<file path="config.mk">
export PLATFORM = sky130hd
export DESIGN_NAME = ph_fifoquad_flat
export DESIGN_NICKNAME = d
export VERILOG_FILES = /design/src/rtl/ph_fifoquad_if.sv /design/src/rtl/ph_fifoquad.sv /design/src/flat_wrapper.sv
export SDC_FILE = /design/constraint.sdc
export NUM_CORES = 1
export LEC_CHECK = 0
export CAP_MARGIN = 20
export CELL_PAD_IN_SITES_DETAIL_PLACEMENT = 1
export CELL_PAD_IN_SITES_GLOBAL_PLACEMENT = 2
export CORE_UTILIZATION = 39
export CTS_CLUSTER_SIZE = 40
export DETAILED_ROUTE_END_ITERATION = 8
export PLACE_DENSITY = 0.67
export SLEW_MARGIN = 20
export SYNTH_ARGS = -nofsm -noshare
export SYNTH_HDL_FRONTEND = slang
export SYNTH_SLANG_ARGS = --single-unit
</file>
<file path="constraint.sdc">
create_clock -name h_phi2 -period 7.7 [get_ports h_phi2]
set_input_delay 1.155 -clock h_phi2 [delete_from_list [all_inputs] [get_ports h_phi2]]
set_output_delay 1.155 -clock h_phi2 [all_outputs]
set_load 0.005 [all_outputs]
</file>
<file path="src/rtl/ph_fifoquad_if.sv">
// Parasite/host bus bundle for the parasite-to-host register quad.
//   master : parasite write side and host read side (drives strobes/data,
//            observes flags and read data)
//   slave  : the register quad itself
// Signals:
//   h_clr                    synchronous clear of all channels
//   p_we_b, p_selectData,
//   p_data                   parasite write strobe (active-low), channel
//                            select (bit i = R(i+1)), write byte
//   h_selectData, h_rdnw     host channel select and read strobe
//   one_byte_mode            R3 behaves as a 1-byte latch when high
//   h_data                   host read data (combinational)
//   h_data_available         per-channel readable flags
//   h_r3_two_bytes_available R3 holds two bytes
//   p_full                   per-channel full flags
interface ph_fifoquad_if;
  logic       h_clr;
  logic       p_we_b;
  logic [3:0] p_selectData;
  logic [7:0] p_data;
  logic [3:0] h_selectData;
  logic       h_rdnw;
  logic       one_byte_mode;
  logic [7:0] h_data;
  logic [3:0] h_data_available;
  logic       h_r3_two_bytes_available;
  logic [3:0] p_full;

  modport master (
    output h_clr, p_we_b, p_selectData, p_data, h_selectData, h_rdnw,
           one_byte_mode,
    input  h_data, h_data_available, h_r3_two_bytes_available, p_full
  );

  modport slave (
    input  h_clr, p_we_b, p_selectData, p_data, h_selectData, h_rdnw,
           one_byte_mode,
    output h_data, h_data_available, h_r3_two_bytes_available, p_full
  );
endinterface

</file>
<file path="src/rtl/ph_fifoquad.sv">
// Parasite-to-host register quad (single-clock Tube variant).
// R1 is an R1_DEPTH-byte circular FIFO, R3 a 2-byte FIFO with optional
// one-byte mode, R2/R4 single-byte latches with a valid bit.
// Ports:
//   h_phi2   clock, all state updates on the rising edge
//   h_rst_b  asynchronous active-low reset
//   bus      ph_fifoquad_if slave modport (strobes, data, flags)
module ph_fifoquad #(
  parameter int unsigned R1_DEPTH = 24
) (
  input  logic          h_phi2,
  input  logic          h_rst_b,
  ph_fifoquad_if.slave  bus
);

  localparam int unsigned PW = $clog2(R1_DEPTH);
  localparam int unsigned CW = $clog2(R1_DEPTH + 1);

  // R1 state
  logic [7:0]    mem1 [R1_DEPTH];
  logic [PW-1:0] wp1, rp1;
  logic [CW-1:0] cnt1;

  // R2/R4 latches
  logic [7:0] dat2, dat4;
  logic       val2, val4;

  // R3 state
  logic [7:0] mem3 [2];
  logic       wp3, rp3;
  logic [1:0] cnt3;

  logic [3:0] full, avail, wr, rd;

  // Pointers wrap modulo R1_DEPTH, which need not be a power of two.
  function automatic logic [PW-1:0] inc1(input logic [PW-1:0] p);
    return (p == PW'(R1_DEPTH - 1)) ? '0 : p + 1'b1;
  endfunction

  always_comb begin
    full[0]  = (cnt1 == CW'(R1_DEPTH));
    avail[0] = (cnt1 != '0);
    full[1]  = val2;
    avail[1] = val2;
    if (bus.one_byte_mode) begin
      full[2]  = (cnt3 != 2'd0);
      avail[2] = (cnt3 != 2'd0);
    end else begin
      full[2]  = (cnt3 == 2'd2);
      avail[2] = (cnt3 == 2'd2);
    end
    full[3]  = val4;
    avail[3] = val4;
  end

  // Flags are sampled before the edge, so a write to a full channel is
  // dropped even when the same edge pops that channel.
  assign wr = bus.p_selectData & {4{~bus.p_we_b}} & ~full & {4{~bus.h_clr}};
  assign rd = bus.h_selectData & {4{bus.h_rdnw}} & avail & {4{~bus.h_clr}};

  assign bus.p_full                   = full;
  assign bus.h_data_available         = avail;
  assign bus.h_r3_two_bytes_available = (cnt3 == 2'd2);

  // Storage carries no reset; only counts/pointers/valids define contents.
  always_ff @(posedge h_phi2) begin
    if (wr[0]) mem1[wp1] <= bus.p_data;
    if (wr[1]) dat2 <= bus.p_data;
    if (wr[2]) mem3[wp3] <= bus.p_data;
    if (wr[3]) dat4 <= bus.p_data;
  end

  always_ff @(posedge h_phi2 or negedge h_rst_b) begin
    if (!h_rst_b) begin
      wp1  <= '0;
      rp1  <= '0;
      cnt1 <= '0;
    end else if (bus.h_clr) begin
      wp1  <= '0;
      rp1  <= '0;
      cnt1 <= '0;
    end else begin
      if (wr[0]) wp1 <= inc1(wp1);
      if (rd[0]) rp1 <= inc1(rp1);
      if (wr[0] && !rd[0])      cnt1 <= cnt1 + 1'b1;
      else if (!wr[0] && rd[0]) cnt1 <= cnt1 - 1'b1;
    end
  end

  always_ff @(posedge h_phi2 or negedge h_rst_b) begin
    if (!h_rst_b) begin
      wp3  <= 1'b0;
      rp3  <= 1'b0;
      cnt3 <= 2'd0;
    end else if (bus.h_clr) begin
      wp3  <= 1'b0;
      rp3  <= 1'b0;
      cnt3 <= 2'd0;
    end else begin
      if (wr[2]) wp3 <= ~wp3;
      if (rd[2]) rp3 <= ~rp3;
      if (wr[2] && !rd[2])      cnt3 <= cnt3 + 2'd1;
      else if (!wr[2] && rd[2]) cnt3 <= cnt3 - 2'd1;
    end
  end

  // A latch can never write and pop on one edge: write needs !valid,
  // pop needs valid.
  always_ff @(posedge h_phi2 or negedge h_rst_b) begin
    if (!h_rst_b) begin
      val2 <= 1'b0;
      val4 <= 1'b0;
    end else if (bus.h_clr) begin
      val2 <= 1'b0;
      val4 <= 1'b0;
    end else begin
      if (wr[1])      val2 <= 1'b1;
      else if (rd[1]) val2 <= 1'b0;
      if (wr[3])      val4 <= 1'b1;
      else if (rd[3]) val4 <= 1'b0;
    end
  end

  // The highest-priority selected channel alone decides h_data; it does
  // not fall through to a lower channel when that one is empty.
  always_comb begin
    bus.h_data = '0;
    if (bus.h_selectData[0])      bus.h_data = avail[0] ? mem1[rp1] : '0;
    else if (bus.h_selectData[1]) bus.h_data = avail[1] ? dat2 : '0;
    else if (bus.h_selectData[2]) bus.h_data = avail[2] ? mem3[rp3] : '0;
    else if (bus.h_selectData[3]) bus.h_data = avail[3] ? dat4 : '0;
  end

endmodule

</file>
<file path="src/flat_wrapper.sv">
// flat-port wrapper written by rule: the top's interface ports become plain ports
module ph_fifoquad_flat 
#(
  parameter int unsigned R1_DEPTH = 24
)
  (h_phi2, h_rst_b, bus_h_clr, bus_p_we_b, bus_p_selectData, bus_p_data, bus_h_selectData, bus_h_rdnw, bus_one_byte_mode, bus_h_data, bus_h_data_available, bus_h_r3_two_bytes_available, bus_p_full);
  ph_fifoquad_if bus_i ();
  input  logic h_phi2;
  input  logic h_rst_b;
  input wire logic [$bits(bus_i.h_clr)-1:0] bus_h_clr;
  input wire logic [$bits(bus_i.p_we_b)-1:0] bus_p_we_b;
  input wire logic [$bits(bus_i.p_selectData)-1:0] bus_p_selectData;
  input wire logic [$bits(bus_i.p_data)-1:0] bus_p_data;
  input wire logic [$bits(bus_i.h_selectData)-1:0] bus_h_selectData;
  input wire logic [$bits(bus_i.h_rdnw)-1:0] bus_h_rdnw;
  input wire logic [$bits(bus_i.one_byte_mode)-1:0] bus_one_byte_mode;
  output wire logic [$bits(bus_i.h_data)-1:0] bus_h_data;
  output wire logic [$bits(bus_i.h_data_available)-1:0] bus_h_data_available;
  output wire logic [$bits(bus_i.h_r3_two_bytes_available)-1:0] bus_h_r3_two_bytes_available;
  output wire logic [$bits(bus_i.p_full)-1:0] bus_p_full;
  assign bus_i.h_clr = bus_h_clr;
  assign bus_i.p_we_b = bus_p_we_b;
  assign bus_i.p_selectData = bus_p_selectData;
  assign bus_i.p_data = bus_p_data;
  assign bus_i.h_selectData = bus_h_selectData;
  assign bus_i.h_rdnw = bus_h_rdnw;
  assign bus_i.one_byte_mode = bus_one_byte_mode;
  assign bus_h_data = bus_i.h_data;
  assign bus_h_data_available = bus_i.h_data_available;
  assign bus_h_r3_two_bytes_available = bus_i.h_r3_two_bytes_available;
  assign bus_p_full = bus_i.p_full;
  ph_fifoquad #(.R1_DEPTH(R1_DEPTH)) u_core (.h_phi2(h_phi2), .h_rst_b(h_rst_b), .bus(bus_i));
endmodule
</file>
==> metrics <==
status finished clean; Sw Ratio 23.2%; GRT overflow 0; Clock Sinks 245; num ports 39; simple-gate share of the synthesized area 6.08%; min cycle time layout 4.89 ns; sequential fraction of the synthesis area 71.5%; leading area contributor after synthesis edfxtp_1; Synth Warn # 0; die area 0.0267 mm2; Hold WS 0.589 ns; Final Hold Fails 0; startpoint types input pin; maximum vdd drop 0.000171 V; Max Slew Vio Count 0; Num CTS Buffers 27; post-synthesis register bit count 245; Routed WL 23000 um; Setup Buffers After CTS 0; hold crit path type reg2reg; GP Congestion 0.816; # rows 58; period utilization 63.6%; layout cell share with drive strength beyond 1 19.9%; CTS H-tree depth 1; clk_skew 0.00707 ns; Synth top area share 66.3%; Psw 703 uW; vias in the first global route 5630; Primary FF master, synth edfxtp_1; Cell Area, Synth 0.0101 mm2; reg2reg setup slack 4.76 ns; count leader, synth edfxtp_1; # DRC 0; mux share of post-synthesis cell area 13.5%; Distinct cells, synth 58; Hold Buf Count CTS 0; commonest cells in the netlist 224 x edfxtp_1, 45 x nor2_1, 34 x mux2i_1; DRT Pass-1 Iters 4; WS Path Type in2out; CP max FO 7; Syn Area/Cell 17.6 um2; Power Density 261 mW/mm2; Worst-Margin Slew 1.03 ns; max frequency 204 MHz; Worst Path Arrival 3.74 ns; drt via density 5.47; number of gates resized after cts 0; compound-cell area share of the yosys netlist 4.96%; number of fill cells in the layout 2421; IO Port Bufs 38; xor and xnor area share after synthesis 0.777%; Core Footprint 0.0253 mm2; overall power 3030 uW; worst slew margin relative to its limit 31.1%; Syn-to-layout area delta 14.4%; Inserted Diodes 0; first-iteration detailed-routing DRC count 413; Vias 5277; antenna violation net count after detailed routing 0; reg2reg path depth 9; Finish-stage setup viols 0; Syn Inst Count 575; synthesized net count 607; CTS tree done; largest family of logic cells by synthesized area multiplexers; Worst-path clk slew 0.06 ns; clk_lat worst skew 0.52 ns; Post-Synth Adder-Cell Area 1.31%; largest net degree at the start of global routing 42; Max clock buf depth 3; starting density of the core 40.1%; routed len/inst 23.8 um; die height 163 um; unrepaired setup endpoints after global routing false; Chip Width 163 um; RR Startpoint u_core.cnt1[0]$_DFFE_PN0P_; first-pass GRT wire length 35100 um; fin nets 647; Worst Setup SP bus_one_byte_mode; sequential share of power 49.6%; Post-synth EDFFs 224; Root Buffer clkbuf_16; Worst setup EP type primary output; combinational share of power 10.5%; leak pwr 0.00371 uW; Critical R2R Capture u_core.cnt1[4]$_DFFE_PN0P_; Post-Route Setup TNS 0 ns; initial antenna violation count 0; overall routing resource usage 17.9%; hpwl dp 14700 um; fraction of registers with async set or reset after synthesis 8.57%; P_int 2320 uW; ranking of synthesized cells by area edfxtp_1 66%, mux4_2 7.3%, dfrtp_1 5.2%; Clk network pwr share 39.8%; CP required 6.55 ns; Max Cap Viol 0; Setup crit end bus_h_data[3]
[critical path: stages]
cell	delay, ns
clkdlybuf4s50_1	0.46
mux2i_1	0.13
nor3b_1	0.78
a222oi_1	0.21
o22ai_1	0.33
or3_1	0.17
clkdlybuf4s50_1	0.51
[power by group through the flow]
stage          Sequential, uW  Clock [uW]  Combinational, uW
6_report                 1500        1210                318
5_1_grt                  1510        1270                350
4_1_cts                  1500        1230                328
3_5_place_dp             1530           0                327
3_3_place_gp             1530           0                318
2_1_floorplan            1520           0                214
[per-layer routing]
metal / part of all wire [%] / global-route usage, % / vias up
met5: 0 / 0 / -
met4: 2.3 / 4.12 / 0
met3: 4.0 / 2.31 / 39
met2: 47 / 28.7 / 100
met1: 47 / 25.9 / 2762
li1: - / - / 2376
[cells in the final DEF, fill, tap and decap left out, types with 9 or more instances in the layout]
| cell type | instances |
|---|---|
| a22o_1 | 9 |
| buf_2 | 9 |
| clkbuf_16 | 27 |
| clkdlybuf4s50_1 | 29 |
| clkinv_1 | 9 |
| dfrtp_1 | 19 |
| edfxtp_1 | 224 |
| ha_1 | 9 |
| mux2_2 | 24 |
| mux2i_1 | 34 |
| mux4_2 | 33 |
| nand2_1 | 18 |
| nor2_1 | 45 |
| nor3_1 | 10 |
| o22ai_1 | 15 |
| or3_1 | 10 |
[through the flow]
stage	utilization [%]	setup WS [ns]	std cells	cell area (um2)
after floorplan	-	4.33	575	10100
after global placement	42.7	2.92	916	10800
after detailed placement	42.7	2.83	916	10800
after CTS	46.0	2.76	964	11600
after global routing	45.8	2.66	964	11600
final	45.8	2.81	964	11600
[registers in the layout (all words and copies together), names as in the netlist]
| signal | flops |
|---|---|
| u_core.rp3 | 1 |
| u_core.rp1 | 5 |
| u_core.cnt1 | 5 |
| u_core.dat4 | 8 |
| u_core.wp3 | 1 |
| u_core.val2 | 1 |
| u_core.cnt3 | 2 |
| u_core.wp1 | 5 |
| u_core.mem3 | 16 |
| u_core.val4 | 1 |
| u_core.dat2 | 8 |
| u_core.mem1 | 192 |
[how the worst min path moves through the flow]
stage / startpoint / end / slack, ns / cells after the start
2_1_floorplan: u_core.wp3$_DFFE_PN0P_ / u_core.wp3$_DFFE_PN0P_ / 0.52 / 2
3_3_place_gp: u_core.wp3$_DFFE_PN0P_ / u_core.wp3$_DFFE_PN0P_ / 0.54 / 2
3_5_place_dp: u_core.wp3$_DFFE_PN0P_ / u_core.wp3$_DFFE_PN0P_ / 0.55 / 2
4_1_cts: u_core.wp3$_DFFE_PN0P_ / u_core.wp3$_DFFE_PN0P_ / 0.57 / 2
5_1_grt: h_rst_b / u_core.cnt1[0]$_DFFE_PN0P_ / 0.64 / 1
6_report: u_core.cnt3[1]$_DFFE_PN0P_ / u_core.cnt3[1]$_DFFE_PN0P_ / 0.59 / 2
[layout make-up]
type                       instances  area (um2)  share of cell area (%)
clock buffer                      30         687                    5.92
tap                              330         413                    3.56
sequential                       245        7250                    62.5
clock inverter                    18         135                    1.16
timing repair buffer              42         365                    3.15
inverter                           8        30.0                   0.259
multi-input combinational        291        2720                    23.4
[logic make-up after synthesis]
family / Yosys count
and+or+nand+nor: 120
DFF: 245
xor gates and xnor gates: 9
muxes: 92
buffers and inverters: 39
adders and majority gates: 10
AOI/OAI and AO/OA: 60
No activity file was read; power rests on OpenSTA's default activity.
